## config.mk

```make
export PLATFORM = sky130hd
export DESIGN_NAME = priority_write_arbiter
export DESIGN_NICKNAME = d
export VERILOG_FILES = /design/src/rtl/priority_write_arbiter.sv
export SDC_FILE = /design/constraint.sdc
export NUM_CORES = 1
export LEC_CHECK = 0
export CORE_MARGIN = 4
export CORE_UTILIZATION = 43
export DETAILED_ROUTE_END_ITERATION = 6
export PLACE_DENSITY = 0.75
export REMOVE_ABC_BUFFERS = 1
export SYNTH_ARGS = -nofsm -noshare
export SYNTH_HDL_FRONTEND = slang
export SYNTH_SLANG_ARGS = --single-unit
```

## constraint.sdc

```tcl
create_clock -name clk -period 1.3 [get_ports clk]
set_input_delay 0.13 -clock clk [delete_from_list [all_inputs] [get_ports clk]]
set_output_delay 0.13 -clock clk [all_outputs]
set_load 0.005 [all_outputs]
```

## src/rtl/priority_write_arbiter.sv

```systemverilog
// priority_write_arbiter
//   Registered write arbiter with INPUT_COUNT channels. Each channel owns a
//   1-deep pending slot that captures its data word when req[i] is strobed.
//   Each cycle, at most one pending slot is granted, using either fixed priority
//   (index 0 highest) or round-robin priority. The granted word is moved into a
//   held output register.
//
//   Ports
//     clk       in   system clock, rising edge
//     rst       in   asynchronous, active-high reset
//     en        in   1 enables grants; slots still fill while 0
//     req       in   per-channel write strobe
//     req_data  in   channel i word at [i*DATA_WIDTH +: DATA_WIDTH]
//     ovf_clr   in   clears sticky overflow bits (a same-cycle set wins)
//     data_out  out  last granted word; holds while idle
//     wr_valid  out  1-cycle pulse when data_out was updated
//     grant     out  one-hot channel of the last grant, 0 when wr_valid=0
//     pending   out  slot-full flags
//     overflow  out  sticky flag: request dropped because the slot was full
module priority_write_arbiter #(
  parameter int                    INPUT_COUNT = 4,
  parameter int                    DATA_WIDTH  = 8,
  parameter bit                    RR_MODE     = 1'b0,
  parameter logic [DATA_WIDTH-1:0] RESET_VALUE = '0
) (
  input  logic                              clk,
  input  logic                              rst,
  input  logic                              en,
  input  logic [INPUT_COUNT-1:0]            req,
  input  logic [INPUT_COUNT*DATA_WIDTH-1:0] req_data,
  input  logic                              ovf_clr,
  output logic [DATA_WIDTH-1:0]             data_out,
  output logic                              wr_valid,
  output logic [INPUT_COUNT-1:0]            grant,
  output logic [INPUT_COUNT-1:0]            pending,
  output logic [INPUT_COUNT-1:0]            overflow
);

  localparam int               PTR_W    = (INPUT_COUNT > 1) ? $clog2(INPUT_COUNT) : 1;
  localparam logic [PTR_W-1:0] LAST_IDX = PTR_W'(INPUT_COUNT - 1);

  logic [DATA_WIDTH-1:0]  slot_data [INPUT_COUNT];
  logic [PTR_W-1:0]       rr_ptr;
  logic [PTR_W-1:0]       sel;
  logic [PTR_W-1:0]       scan_idx;
  logic                   found;
  logic                   grant_valid;
  logic [INPUT_COUNT-1:0] grant_now;
  logic [INPUT_COUNT-1:0] load;
  logic [INPUT_COUNT-1:0] ovf_set;
  int                     scan_int;

  // Winner selection from the registered pending flags only. A word loaded at
  // this edge is therefore never granted at the same edge.
  // The round-robin scan wraps explicitly, so non-power-of-2 counts never
  // index past the last channel.
  always_comb begin
    sel      = '0;
    found    = 1'b0;
    scan_int = 0;
    scan_idx = '0;
    if (RR_MODE) begin
      for (int k = 0; k < INPUT_COUNT; k++) begin
        scan_int = int'(rr_ptr) + k;
        if (scan_int >= INPUT_COUNT) scan_int = scan_int - INPUT_COUNT;
        scan_idx = PTR_W'(scan_int);
        if (!found && pending[scan_idx]) begin
          sel   = scan_idx;
          found = 1'b1;
        end
      end
    end else begin
      // Scanning downwards means the lowest pending index is the last one written.
      for (int k = INPUT_COUNT - 1; k >= 0; k--) begin
        if (pending[k]) begin
          sel   = PTR_W'(k);
          found = 1'b1;
        end
      end
    end
  end

  // A slot accepts a new word if it is empty, or if it is being emptied by a
  // grant at this same edge (a refill). Otherwise the word is dropped and the
  // drop is flagged.
  always_comb begin
    grant_valid = en & found;
    grant_now   = '0;
    if (grant_valid) grant_now[sel] = 1'b1;
    load    = req & (~pending | grant_now);
    ovf_set = req & pending & ~grant_now;
  end

  // Slot storage, pending flags and sticky overflow flags.
  always_ff @(posedge clk or posedge rst) begin
    if (rst) begin
      pending  <= '0;
      overflow <= '0;
      for (int i = 0; i < INPUT_COUNT; i++) slot_data[i] <= '0;
    end else begin
      pending  <= (pending & ~grant_now) | req;
      overflow <= (ovf_clr ? '0 : overflow) | ovf_set;
      for (int i = 0; i < INPUT_COUNT; i++) begin
        if (load[i]) slot_data[i] <= req_data[i*DATA_WIDTH +: DATA_WIDTH];
      end
    end
  end

  // Output register and round-robin pointer. The pointer advances past the
  // winner in both modes; fixed mode simply ignores it.
  always_ff @(posedge clk or posedge rst) begin
    if (rst) begin
      data_out <= RESET_VALUE;
      wr_valid <= 1'b0;
      grant    <= '0;
      rr_ptr   <= '0;
    end else if (grant_valid) begin
      data_out <= slot_data[sel];
      wr_valid <= 1'b1;
      grant    <= grant_now;
      rr_ptr   <= (sel == LAST_IDX) ? '0 : sel + PTR_W'(1);
    end else begin
      wr_valid <= 1'b0;
      grant    <= '0;
    end
  end

endmodule

```

# Word-level counts from Yosys, hierarchy flattened
# Cells that the tools add are included.
dict set report totals {
  register_bits 53
  in_bits 40
  out_inout_bits 21
  word_cells 41
}
dict set report classes {
  magnitude_cmp 3
  n_mux 17
  bitwise 11
  reduce_logical 1
}
# op count
set ops {}
lappend ops {{$and A4 B4 Y4} 4}
lappend ops {{$bmux W8 S2} 1}
lappend ops {{$mux W8} 2}
lappend ops {{$mux W4} 3}
lappend ops {{$or A4 B4 Y4} 3}
lappend ops {{$mux W2} 4}
lappend ops {{$not A4 Y4} 2}
lappend ops {{$mux W1} 6}
lappend ops {{$ge A3 B3 Y1 const B} 1}
lappend ops {{$lt A2 B3 Y1 const B} 1}
lappend ops {{$not A2 Y3} 1}
lappend ops {{$demux W1 S2} 1}
lappend ops {{$ge A2 B1 Y1 const B} 1}
lappend ops {{$and A1 B1 Y1} 1}
lappend ops {{$logic_and A1 B1 Y1} 1}

# Longest topological paths before layout
# Gate-level depths: netlist of run 1.
dict set report logic_depth {
  ltp_word 12
  mapped_depth 5
}

# Worst setup path before layout of run 1
# No wires, ideal clock.
dict set report synth_timing {
  kind {reg2reg}
  start {register pending[0]}
  end {register slot_data[16] (netlist name)}
  arrival_ns 1.344
  path_slack_ns -0.168
  path_stages_with_launch 5
  n_path_buf 1
  synth_period_minus_slack_ns 1.468
  cell_sequence {dfrtp_1 buf_6 nand2b_1 a21boi_4 mux2_2}
}
dict set report synth_between {
  elab_chain_cells 8
  word_cells_on_any_way 11
  cone_classes {2 x order compare; 5 x mux; 3 x bitwise; 1 x reduce/logical}
}
# element line_no
set synth_rtl {}
lappend synth_rtl {{start: declaration} 35} ;# output logic [INPUT_COUNT-1:0] pending,
lappend synth_rtl {{start signal: assignment} 101} ;# pending <= (pending & ~grant_now) | req;
lappend synth_rtl {{$mux W2} 75} ;# if (pending[k]) begin
lappend synth_rtl {{$lt A2 B3 Y1 (not written as such) / $ge A2 B1 Y1 (equally long branches)} 89} ;# if (grant_valid) grant_now[sel] = 1'b1;
lappend synth_rtl {{$logic_and A1 B1 Y1 (not written as such)} 89}
lappend synth_rtl {{$mux W1 (not written as such)} 89}
lappend synth_rtl {{$demux W1 S2} 89}
lappend synth_rtl {{$mux W4 *} 89}
lappend synth_rtl {{$or A4 B4 Y4 *} 90} ;# load = req & (~pending | grant_now);
lappend synth_rtl {{$and A4 B4 Y4 *} 90}
lappend synth_rtl {{end signal: indexed assignment} 104} ;# if (load[i]) slot_data[i] <= req_data[i*DATA_WIDTH +: DATA_WIDTH];
lappend synth_rtl {{end: declaration} 42} ;# logic [DATA_WIDTH-1:0] slot_data [INPUT_COUNT];
# Every way passes the cells marked *; elsewhere a longest branch is shown, timed or not.
# A chain may end at the register's enable or synchronous reset.

# Worst setup path after layout of run 1
dict set report layout_timing {
  start {register pending[0]}
  end {register slot_data[21] (netlist name)}
}
# The elaborated chain is that of the path after synthesis.

==> results.json, run 1 <==
{
  "port_buffers": 60,
  "place_area_um2": 3150,
  "globalplace.congestion": 0.792,
  "fillers": 322,
  "numCtsBuffers": 5,
  "cts_tree": "yes",
  "max_clock_freq_ghz": 0.655,
  "dieHeight_um": 80.8,
  "io_pins": 61,
  "netlist_area_um2": 2280,
  "drv_cap": 0,
  "grt_pass1_vias": 2028,
  "cts-root-buf": "clkbuf_8",
  "synth_warnings": 0,
  "hold_viol_final": 0,
  "clk_pin_slew_ps": 90,
  "antenna_found_initial": 0,
  "dieArea_um2": 6530,
  "path_cells": "nand2b_2 -> a21boi_4 -> buf_12 -> mux2_2",
  "slew_viol_final": 0,
  "seq_area_um2": 1330,
  "crit_fanout": 8,
  "stdcell_area_um2": 3770,
  "track_usage_pct": 20.2,
  "avgSynthCellArea_um2": 13.3,
  "hp-class": "in2async",
  "rsz0062_at_grt": "yes",
  "seq_area_frac_synth_pct": 58.2,
  "fp.dieW_um": 80.8,
  "async_reset_ff_share_pct": 100,
  "drtPass1Iterations": 4,
  "drive_above_1_share_pct": 48.4,
  "worstMarginPinSlew_ps": 344,
  "nets": 318,
  "crit_family": "flip-flops",
  "synth-edff-count": 0,
  "tns_ps": -7330,
  "endpoint_kind": "flip-flop",
  "viasPerCell": 5.29,
  "drtIter0Drc": 83,
  "clock_latency_ps": 300,
  "core_area_um2": 5110,
  "critical_path_class": "reg2reg",
  "postRouteAntennaNets": 0,
  "area_growth_pct": 65.4,
  "h-tree-depth": 2,
  "grt_max_degree": 54,
  "num_vias": 1835,
  "synth.largest_area_cell": "dfrtp_1",
  "holdBufCountCts": 0,
  "synth_common_cells": "53 x dfrtp_1, 32 x mux2_2, 18 x nand2_1",
  "routed_wl_um": 6780,
  "cts_sinks": 53,
  "syn-instance-count": 171,
  "start_util_pct": 44.6,
  "startpoint_type": "flip-flop",
  "final.setup_skew_ps": 4.65,
  "layout_setup_ws_ps": -226,
  "clockBufferDepth": 2,
  "critPathBufInv": 1,
  "n_antenna_cell": 0,
  "wl_per_cell_um": 19.5,
  "arrival_ps": 1710,
  "synth.top_cell.area_share_pct": 58.2,
  "slowest_delay_ps": 490,
  "cellPowerDensity_nw_per_um2": 1080,
  "synth_cell_type_count": 26,
  "multi_input_area_um2": 1190,
  "drc": 0,
  "synth_flop_cell": "dfrtp_1",
  "fin_crit_ps": 1530,
  "vdd.ir_drop.worst_mv": 0.488,
  "synth_most_common_cell": "dfrtp_1",
  "dp.final_hpwl_um": 4070,
  "crit_required_ps": 1480,
  "cellLeakagePower_nw": 1.67,
  "setup_viol": 44,
  "ys_top_cells_by_area": "dfrtp_1 58%, mux2_2 16%, a41oi_1 3.1%, a21o_1 3.0%, nand2_1 3.0%",
  "grt_pass1_wl_um": 9900,
  "relSlewSlack_pct": 77.0,
  "std_cell_rows": 26,
  "status": "complete, but fails checks",
  "ys_seq_elements": 53,
  "failed_checks": "setup timing",
  "post-route-period-util_pct": 117,
  "grt_overflow_total": 0,
  "critical-path-slowest-cell": "dfrtp_2"
}
==> power breakdown <==
| group | switching (mW) | internal [mW] | leakage, nW |
|---|---|---|---|
| sequential | 0.197 | 1.93 | 0.624 |
| combinational | 0.397 | 0.695 | 1.01 |
| clock | 0.490 | 0.356 | 0.0399 |
==> logic make-up after synthesis <==
| group | synth area share [%] |
|---|---|
| DFF | 58.2 |
| muxes | 15.8 |
| buffers and inverters | 2.74 |
| AOI/OAI and AO/OA | 12.6 |
| and+or+nand+nor | 10.7 |
==> final timing paths <==
kind	startpoint	to	slack, ps	cells after the start
worst max-delay path	pending[0]	slot_data[21]	-230	4
worst min-delay path	rst	grant[2]	190	3
worst max register to register	pending[0]	slot_data[21]	-230	4
worst min register to register	slot_data[20]	slot_data[20]	520	1
max in group asynchronous	rst	pending[2]	850	3
min in group clk	req_data[28]	slot_data[4]	440	2
==> through the flow <==
step	setup slack (ps)	utilization (%)	hold slack, ps	cells	power, mW
finish	-226	73.8	185	347	4.06
global route	-252	73.8	229	347	4.26
CTS	-163	69.6	213	339	3.94
detailed placement	-419	61.7	482	320	2.92
global placement	-339	61.7	474	320	2.87
floorplan	-328	-	222	165	2.46
==> state kept, by name, indices dropped and copies added (netlist names) <==
name / flops
slot_data: 32
pending: 4
data_out: 8
overflow: 4
wr_valid: 1
grant: 4
==> worst min-delay path, delay by kind of cell <==
family | cells | cell delay (ps)
buf+inv | 3 | 740
==> final cells by class <==
| type | instances | share of cell area (%) |
|---|---|---|
| Inverter | 6 | 0.697 |
| Multi-Input combinational cell | 106 | 31.5 |
| Timing Repair Buffer | 106 | 28.2 |
| Tap cell | 70 | 2.32 |
| Clock buffer | 5 | 1.82 |
| Clock inverter | 1 | 0.133 |
| Sequential cell | 53 | 35.3 |
==> what timing repair did <==
item	4_1_cts	5_1_grt
endpoints found under the setup margin	55	55
pin swaps	13	12
buffers inserted	14	9
resized for setup	59	42
==> cells in the final DEF (no fill, tap or decap), types with 3 or more instances in the layout <==
master	instances
dfrtp_2	3
nand2_1	13
buf_12	4
mux2_2	24
a21o_1	9
o22ai_4	6
clkdlybuf4s50_1	45
buf_6	10
nor2_4	3
inv_1	4
buf_4	29
buf_8	3
dlymetal6s2s_1	7
clkbuf_8	5
dlygate4sd2_1	7
dfrtp_1	50
mux2_4	8
nor2_2	7
a41oi_2	8
==> per-layer routing <==
| layer | share of wire (%) | GRT usage [%] | vias to the layer above |
|---|---|---|---|
| met1 | 40 | 24.8 | 920 |
| met5 | 0 | 0 | - |
| met3 | 5.0 | 3.77 | 17 |
| li1 | - | - | 827 |
| met2 | 53 | 35.2 | 71 |
| met4 | 2.4 | 7.43 | 0 |
Note: power is estimated with default switching activity, not from simulation.
==> run 2, diff against run 1 <==
--- a/config.mk
+++ b/config.mk
@@ -10,6 +10,7 @@
 export DETAILED_ROUTE_END_ITERATION = 6
 export PLACE_DENSITY = 0.75
 export REMOVE_ABC_BUFFERS = 1
+export SLEW_MARGIN = 20
 export SYNTH_ARGS = -nofsm -noshare
 export SYNTH_HDL_FRONTEND = slang
 export SYNTH_SLANG_ARGS = --single-unit
==> results of run 2 <==
The final DEF is identical to that of run 1; final timing and power are the same.
